File: config.mk
export PLATFORM = sky130hd
export DESIGN_NAME = mc_ctrl
export DESIGN_NICKNAME = d
export VERILOG_FILES = /design/src/rtl/mc_ctrl.sv
export SDC_FILE = /design/constraint.sdc
export NUM_CORES = 1
export LEC_CHECK = 0
export ABC_AREA = 1
export CAP_MARGIN = 20
export CORE_AREA = 5 5 59 61
export DETAILED_ROUTE_END_ITERATION = 8
export DIE_AREA = 0 0 64 66
export HOLD_SLACK_MARGIN = 0.06
export PLACE_DENSITY = 0.76
export SETUP_SLACK_MARGIN = 0.4
export SLEW_MARGIN = 0
export SYNTH_ARGS = -nofsm -noshare
export SYNTH_HDL_FRONTEND = slang
export SYNTH_SLANG_ARGS = --single-unit
File: constraint.sdc
create_clock -name clk -period 3.1 [get_ports clk]
set_input_delay 0.31 -clock clk [delete_from_list [all_inputs] [get_ports clk]]
set_output_delay 0.31 -clock clk [all_outputs]
set_load 0.03 [all_outputs]
File: src/rtl/mc_ctrl.sv
// Multi-cycle control sequencer for the MIPS datapath: FETCH/DECODE/EXEC/MEM/WB with memory wait timeout.
// Define MC_CTRL_ICOUNT_EN to add the retired-instruction counter output icount.
module mc_ctrl #(
  parameter int WAIT_LIMIT = 15
) (
  input  logic       clk,
  input  logic       reset,
  input  logic [5:0] op,
  input  logic [5:0] funct,
  input  logic       zero,
  input  logic       mem_ready,
  output logic       imem_req,
  output logic       dmem_req,
  output logic       dmem_we,
  output logic       ir_we,
  output logic       pc_we,
  output logic [1:0] npc_sel,
  output logic       reg_we,
  output logic [1:0] reg_dst,
  output logic [1:0] wd_sel,
  output logic       alu_src,
  output logic [1:0] alu_op,
  output logic [1:0] ext_op,
  output logic [2:0] state,
  output logic       illegal,
  output logic       timeout
`ifdef MC_CTRL_ICOUNT_EN
  ,
  output logic [31:0] icount
`endif
);

  typedef enum logic [2:0] {
    S_INIT = 3'd0, S_FETCH = 3'd1, S_DECODE = 3'd2, S_EXEC = 3'd3,
    S_MEM = 3'd4, S_WB = 3'd5, S_HALT = 3'd6
  } state_e;

  typedef enum logic [3:0] {
    K_ADDU, K_SUBU, K_JR, K_ORI, K_LW, K_SW, K_BEQ, K_LUI, K_J, K_JAL, K_ILL
  } kind_e;

  localparam int CW = (WAIT_LIMIT > 0) ? $clog2(WAIT_LIMIT + 1) : 1;
  localparam logic [CW-1:0] WCNT_ONE = CW'(1);
  localparam logic [CW-1:0] WCNT_MAX = {CW{1'b1}};
  localparam logic [CW-1:0] WLIM_M1  = CW'(WAIT_LIMIT - 1);

  function automatic kind_e decode(input logic [5:0] o, input logic [5:0] f);
    kind_e k;
    k = K_ILL;
    case (o)
      6'b000000: begin
        case (f)
          6'b100001: k = K_ADDU;
          6'b100011: k = K_SUBU;
          6'b001000: k = K_JR;
          default:   k = K_ILL;
        endcase
      end
      6'b001101: k = K_ORI;
      6'b100011: k = K_LW;
      6'b101011: k = K_SW;
      6'b000100: k = K_BEQ;
      6'b001111: k = K_LUI;
      6'b000010: k = K_J;
      6'b000011: k = K_JAL;
      default:   k = K_ILL;
    endcase
    return k;
  endfunction

  state_e        state_q, state_d;
  logic [CW-1:0] wcnt_q, wcnt_d;
  logic          illegal_q, illegal_d;
  logic          timeout_q, timeout_d;
  kind_e         kind_s;

  assign kind_s  = decode(op, funct);
  assign state   = state_q;
  assign illegal = illegal_q;
  assign timeout = timeout_q;

  // Next state, wait counter and sticky error flags
  always_comb begin
    state_d   = state_q;
    wcnt_d    = wcnt_q;
    illegal_d = illegal_q;
    timeout_d = timeout_q;
    case (state_q)
      S_INIT: begin
        state_d = S_FETCH;
        wcnt_d  = '0;
      end
      S_FETCH, S_MEM: begin
        if (mem_ready) begin
          wcnt_d = '0;
          if (state_q == S_FETCH) begin
            state_d = S_DECODE;
          end else if (kind_s == K_LW) begin
            state_d = S_WB;
          end else begin
            state_d = S_FETCH;
          end
        end else if ((WAIT_LIMIT > 0) && (wcnt_q == WLIM_M1)) begin
          state_d   = S_HALT;
          timeout_d = 1'b1;
        end else if (wcnt_q != WCNT_MAX) begin
          wcnt_d = wcnt_q + WCNT_ONE;
        end else begin
          wcnt_d = wcnt_q;
        end
      end
      S_DECODE: begin
        if (kind_s == K_ILL) begin
          state_d   = S_HALT;
          illegal_d = 1'b1;
        end else begin
          state_d = S_EXEC;
        end
      end
      S_EXEC: begin
        wcnt_d = '0;
        case (kind_s)
          K_ADDU, K_SUBU, K_ORI, K_LUI: state_d = S_WB;
          K_LW, K_SW:                   state_d = S_MEM;
          K_BEQ, K_J, K_JAL, K_JR:      state_d = S_FETCH;
          default:                      state_d = S_HALT;
        endcase
      end
      S_WB: begin
        state_d = S_FETCH;
        wcnt_d  = '0;
      end
      S_HALT:  state_d = S_HALT;
      default: state_d = S_INIT;
    endcase
  end

  // Sequencer state registers
  always_ff @(posedge clk or negedge reset) begin
    if (!reset) begin
      state_q   <= S_INIT;
      wcnt_q    <= '0;
      illegal_q <= 1'b0;
      timeout_q <= 1'b0;
    end else begin
      state_q   <= state_d;
      wcnt_q    <= wcnt_d;
      illegal_q <= illegal_d;
      timeout_q <= timeout_d;
    end
  end

  // Enables react to mem_ready and zero within the cycle, so they are decoded from the registered state
  always_comb begin
    imem_req = 1'b0;
    dmem_req = 1'b0;
    dmem_we  = 1'b0;
    ir_we    = 1'b0;
    pc_we    = 1'b0;
    npc_sel  = 2'b00;
    reg_we   = 1'b0;
    reg_dst  = 2'b00;
    wd_sel   = 2'b00;
    alu_src  = 1'b0;
    alu_op   = 2'b00;
    ext_op   = 2'b00;
    case (state_q)
      S_FETCH: begin
        imem_req = 1'b1;
        if (mem_ready) begin
          ir_we = 1'b1;
          pc_we = 1'b1;
        end else begin
          ir_we = 1'b0;
        end
      end
      S_EXEC: begin
        case (kind_s)
          K_SUBU: alu_op = 2'b01;
          K_ORI: begin
            alu_src = 1'b1;
            alu_op  = 2'b10;
          end
          K_LUI: begin
            alu_src = 1'b1;
            ext_op  = 2'b10;
            alu_op  = 2'b11;
          end
          K_LW, K_SW: begin
            alu_src = 1'b1;
            ext_op  = 2'b01;
          end
          K_BEQ: begin
            alu_op  = 2'b01;
            npc_sel = 2'b01;
            pc_we   = zero;
          end
          K_J: begin
            pc_we   = 1'b1;
            npc_sel = 2'b10;
          end
          K_JAL: begin
            pc_we   = 1'b1;
            npc_sel = 2'b10;
            reg_we  = 1'b1;
            reg_dst = 2'b10;
            wd_sel  = 2'b10;
          end
          K_JR: begin
            pc_we   = 1'b1;
            npc_sel = 2'b11;
          end
          default: alu_op = 2'b00;
        endcase
      end
      S_MEM: begin
        dmem_req = 1'b1;
        dmem_we  = (kind_s == K_SW);
        alu_src  = 1'b1;
        ext_op   = 2'b01;
      end
      S_WB: begin
        reg_we = 1'b1;
        case (kind_s)
          K_ADDU, K_SUBU: reg_dst = 2'b01;
          K_LW:           wd_sel  = 2'b01;
          default:        reg_dst = 2'b00;
        endcase
      end
      default: imem_req = 1'b0;
    endcase
  end

`ifdef MC_CTRL_ICOUNT_EN
  logic [31:0] icount_q;
  logic        retire_s;

  assign retire_s = (state_d == S_FETCH) && (state_q inside {S_EXEC, S_MEM, S_WB});
  assign icount   = icount_q;

  // Retired-instruction counter, wraps naturally
  always_ff @(posedge clk or negedge reset) begin
    if (!reset) begin
      icount_q <= 32'd0;
    end else if (retire_s) begin
      icount_q <= icount_q + 32'd1;
    end else begin
      icount_q <= icount_q;
    end
  end
`endif

endmodule

==> metrics.yaml <==
timing:
  whs_ns: 0.339
  max_slew_margin_pct: 72.7
  post-route-period-util_pct: 82.8
  rsz0062_at_grt: "no"
  max_freq_mhz: 389
  fin_setup_tns_ns: 0
  min_period_ns: 2.57
  worst_slew_pin_slew_ns: 0.408
  setup_slack_ns: 0.532
  hold_violations: 0
  report.final.slew_viol_count: 0
  finClkSkew_ns: 0.00543
  setup_violations: 0
place:
  pre_cts_ws_ns: 0.258
  placed_area_sq_um: 1390
  dp_cells: 227
  gp_congestion: 0.841
  place_hpwl_mm: 2.23
  port-buffer-count: 37
layout:
  nets: 217
  syn_to_final_growth_pct: 45.1
  fillers: 300
  fin_cells: 231
  fin_area_sq_um: 1410
  antennaDiodeCount: 0
  multi_input_area_sq_um: 611
  regArea_sq_um: 225
  final_util_pct: 48.2
  drive_gt1_share_pct: 11.1
grt:
  antenna_found_initial: 0
  grt.overflow.total: 0
  grt_pass1_wl_mm: 4.26
  grt_pass1_vias: 1011
  grtUsageTotal_pct: 12.2
  grt_max_degree: 10
clock_network:
  cts_sinks: 9
  clockBufferDepth: 2
  path_clk_slew_ns: 0.07
  clock_latency_ns: 0.26
  cts_made_buffers: 3
  cts_tree: "done"
  htree_num_levels: 1
  ctsHoldBuffers: 0
  root_buffer: "clkbuf_4"
routing:
  top_layer_used: "met4"
  wl_met3_um: 155
  drc: 0
  wl_per_cell_um: 11.3
  drt_iter0_drc: 61
  met1_length_mm: 1.23
  routed_wl_mm: 2.60
  met2_length_mm: 1.17
  viasPerCell: 4.87
  dr_total_vias: 1126
  drtPass1Iterations: 4
  ant_nets: 0
worst_setup_path:
  endpoint_kind: "output pin"
  crit_path_start_kind: "primary input"
  cp_max_fo: 4
  crit_path_top_delay_cell: "clkdlybuf4s50_1"
  arrival_ns: 2.26
  max_stage_delay_ns: 0.68
  crit_chain: "clkdlybuf4s50_1 > inv_1 > nor2_1 > nand3_1 > nand3_1 > inv_1 > nor2_1 > clkdlybuf4s50_1"
  path_class: "primary input to output pin"
  required_ns: 2.79
floorplan:
  core_area_sq_um: 2930
  start_util_pct: 33.2
  die_h_um: 66
  ios: 38
  rows: 20
  die_w_um: 64
  die-area_sq_um: 4220
synth:
  syn-num-nets: 175
  ys.flop_type: "dfrtp_1"
  muxShareOfSynthArea_pct: 0
  yosys.area_share.adder_pct: 2.57
  yosys_warnings: 0
  ys_top_cells_by_area: "dfrtp_1 23%, nand3_1 12%, nand2_1 12%"
  synth_top_area_share_pct: 23.1
  yosysTopAreaCell: "dfrtp_1"
  synth_simple_gate_area_share_pct: 47.3
  synth_top_family_by_area: "simple AND/OR/NAND/NOR gates"
  synth_edf_count: 0
  yosysUniqueCellTypes: 29
  synth-seq-area-share_pct: 23.1
  synth-seq-cells: 9
  synth_area_sq_um: 973
  synth_compound_area_share_pct: 12.9
  async_flop_share_pct: 100
  syn_avg_cell_area_sq_um: 6.20
  synthXorXnorAreaFrac_pct: 0
  netlist_instances: 157
pwr:
  powerDensity_nw_per_um2: 634
  power_mw: 0.896
  leakagePower_nw: 0.700
  max-vdd-ir-drop_v: 0.000480
hold_path:
  min-delay-path-class: "primary input to asynchronous set/reset pin"
run:
  maxCapViolations: 0
run_status:
  outcome: "finished, final reports clean"
[flip-flops by register name, indices dropped and copies added (netlist names)]
| register | count |
|---|---|
| illegal | 1 |
| state | 3 |
| timeout | 1 |
| wcnt_q | 4 |
[synth_stat cells, types with 2 or more instances]
cell / n
nand2_1: 30
inv_1: 27
nor2_1: 24
nand3_1: 23
dfrtp_1: 9
nor3_1: 5
a21oi_1: 4
nor2_2: 4
inv_2: 3
o21ai_0: 3
a21oi_2: 2
ha_1: 2
nand3_2: 2
nor2_4: 2
o2111ai_1: 2
or2_1: 2
[power by group]
| group | internal (mW) | leakage [nW] | switching, mW |
|---|---|---|---|
| combinational | 0.238 | 0.571 | 0.364 |
| sequential | 0.156 | 0.111 | 0.0470 |
| clock | 0.0476 | 0.0177 | 0.0433 |
[per-layer routing]
metal  GRT usage (%)  up-vias
met5               0        -
met4            3.38        0
met3            3.23        4
met2            19.2       32
met1            16.4      496
li1                -      594
[final cells by class]
type                       instances  share of cell area, %
multi-input combinational        116                   43.2
timing repair buffer              38                   26.7
sequential                         9                   15.9
inverter                          31                   9.21
tap                               33                   2.92
clock buffer                       3                   1.59
clock inverter                     1                  0.354
[layout by cell type (no fill, tap or decap)]
| cell | count |
|---|---|
| nand2_1 | 30 |
| nor2_4 | 2 |
| nand3b_1 | 1 |
| clkbuf_4 | 3 |
| nand3_4 | 1 |
| nand4_1 | 1 |
| a21oi_1 | 4 |
| dlygate4sd2_1 | 2 |
| a211oi_1 | 1 |
| dfrtp_1 | 9 |
| o2111ai_1 | 2 |
| nand3_1 | 23 |
| nand3_2 | 2 |
| clkinv_2 | 1 |
| inv_2 | 3 |
| nor2_2 | 4 |
| nand2_2 | 1 |
| o22ai_1 | 1 |
| o21ai_0 | 3 |
| clkdlybuf4s15_1 | 3 |
| a31oi_1 | 1 |
| o21bai_1 | 1 |
| a21o_1 | 1 |
| or2_1 | 2 |
| a31oi_2 | 1 |
| clkdlybuf4s50_1 | 31 |
| ha_1 | 2 |
| bufinv_8 | 1 |
| dlymetal6s2s_1 | 1 |
| o31ai_1 | 1 |
| inv_1 | 27 |
| nor2_1 | 24 |
| buf_4 | 1 |
| nor3_1 | 5 |
| a21oi_2 | 2 |
[worst paths after layout]
path	cells past startpoint	start	slack, ns	to
setup / recovery	8	op[5]	0.53	ext_op[1]
hold / removal	1	reset	0.34	state[1]
setup reg to reg	8	state[0]	1.47	wcnt_q[3]
hold reg to reg	1	illegal	0.47	illegal
max in group asynchronous	1	reset	2.47	state[0]
min in group clk	1	illegal	0.47	illegal
[critical path, delay by kind of cell]
kind	cells	cell delay, ns
buf+inv	4	1.36
simple gates	4	0.59
[cells by family (layout without fill, tap and decap cells)]
group | after synthesis | count (layout)
compound gates | 18 | 18
fa+ha+maj | 2 | 2
buf+inv | 32 | 73
flops | 9 | 9
simple gates | 96 | 96
[timing repair]
item | in CTS | in global routing
setup buffers | 0 | 0
gates resized for setup | 5 | 4
setup endpoints to repair | 5 | 4
gates cloned | 0 | 0
Power figures use the tool's default switching activity.
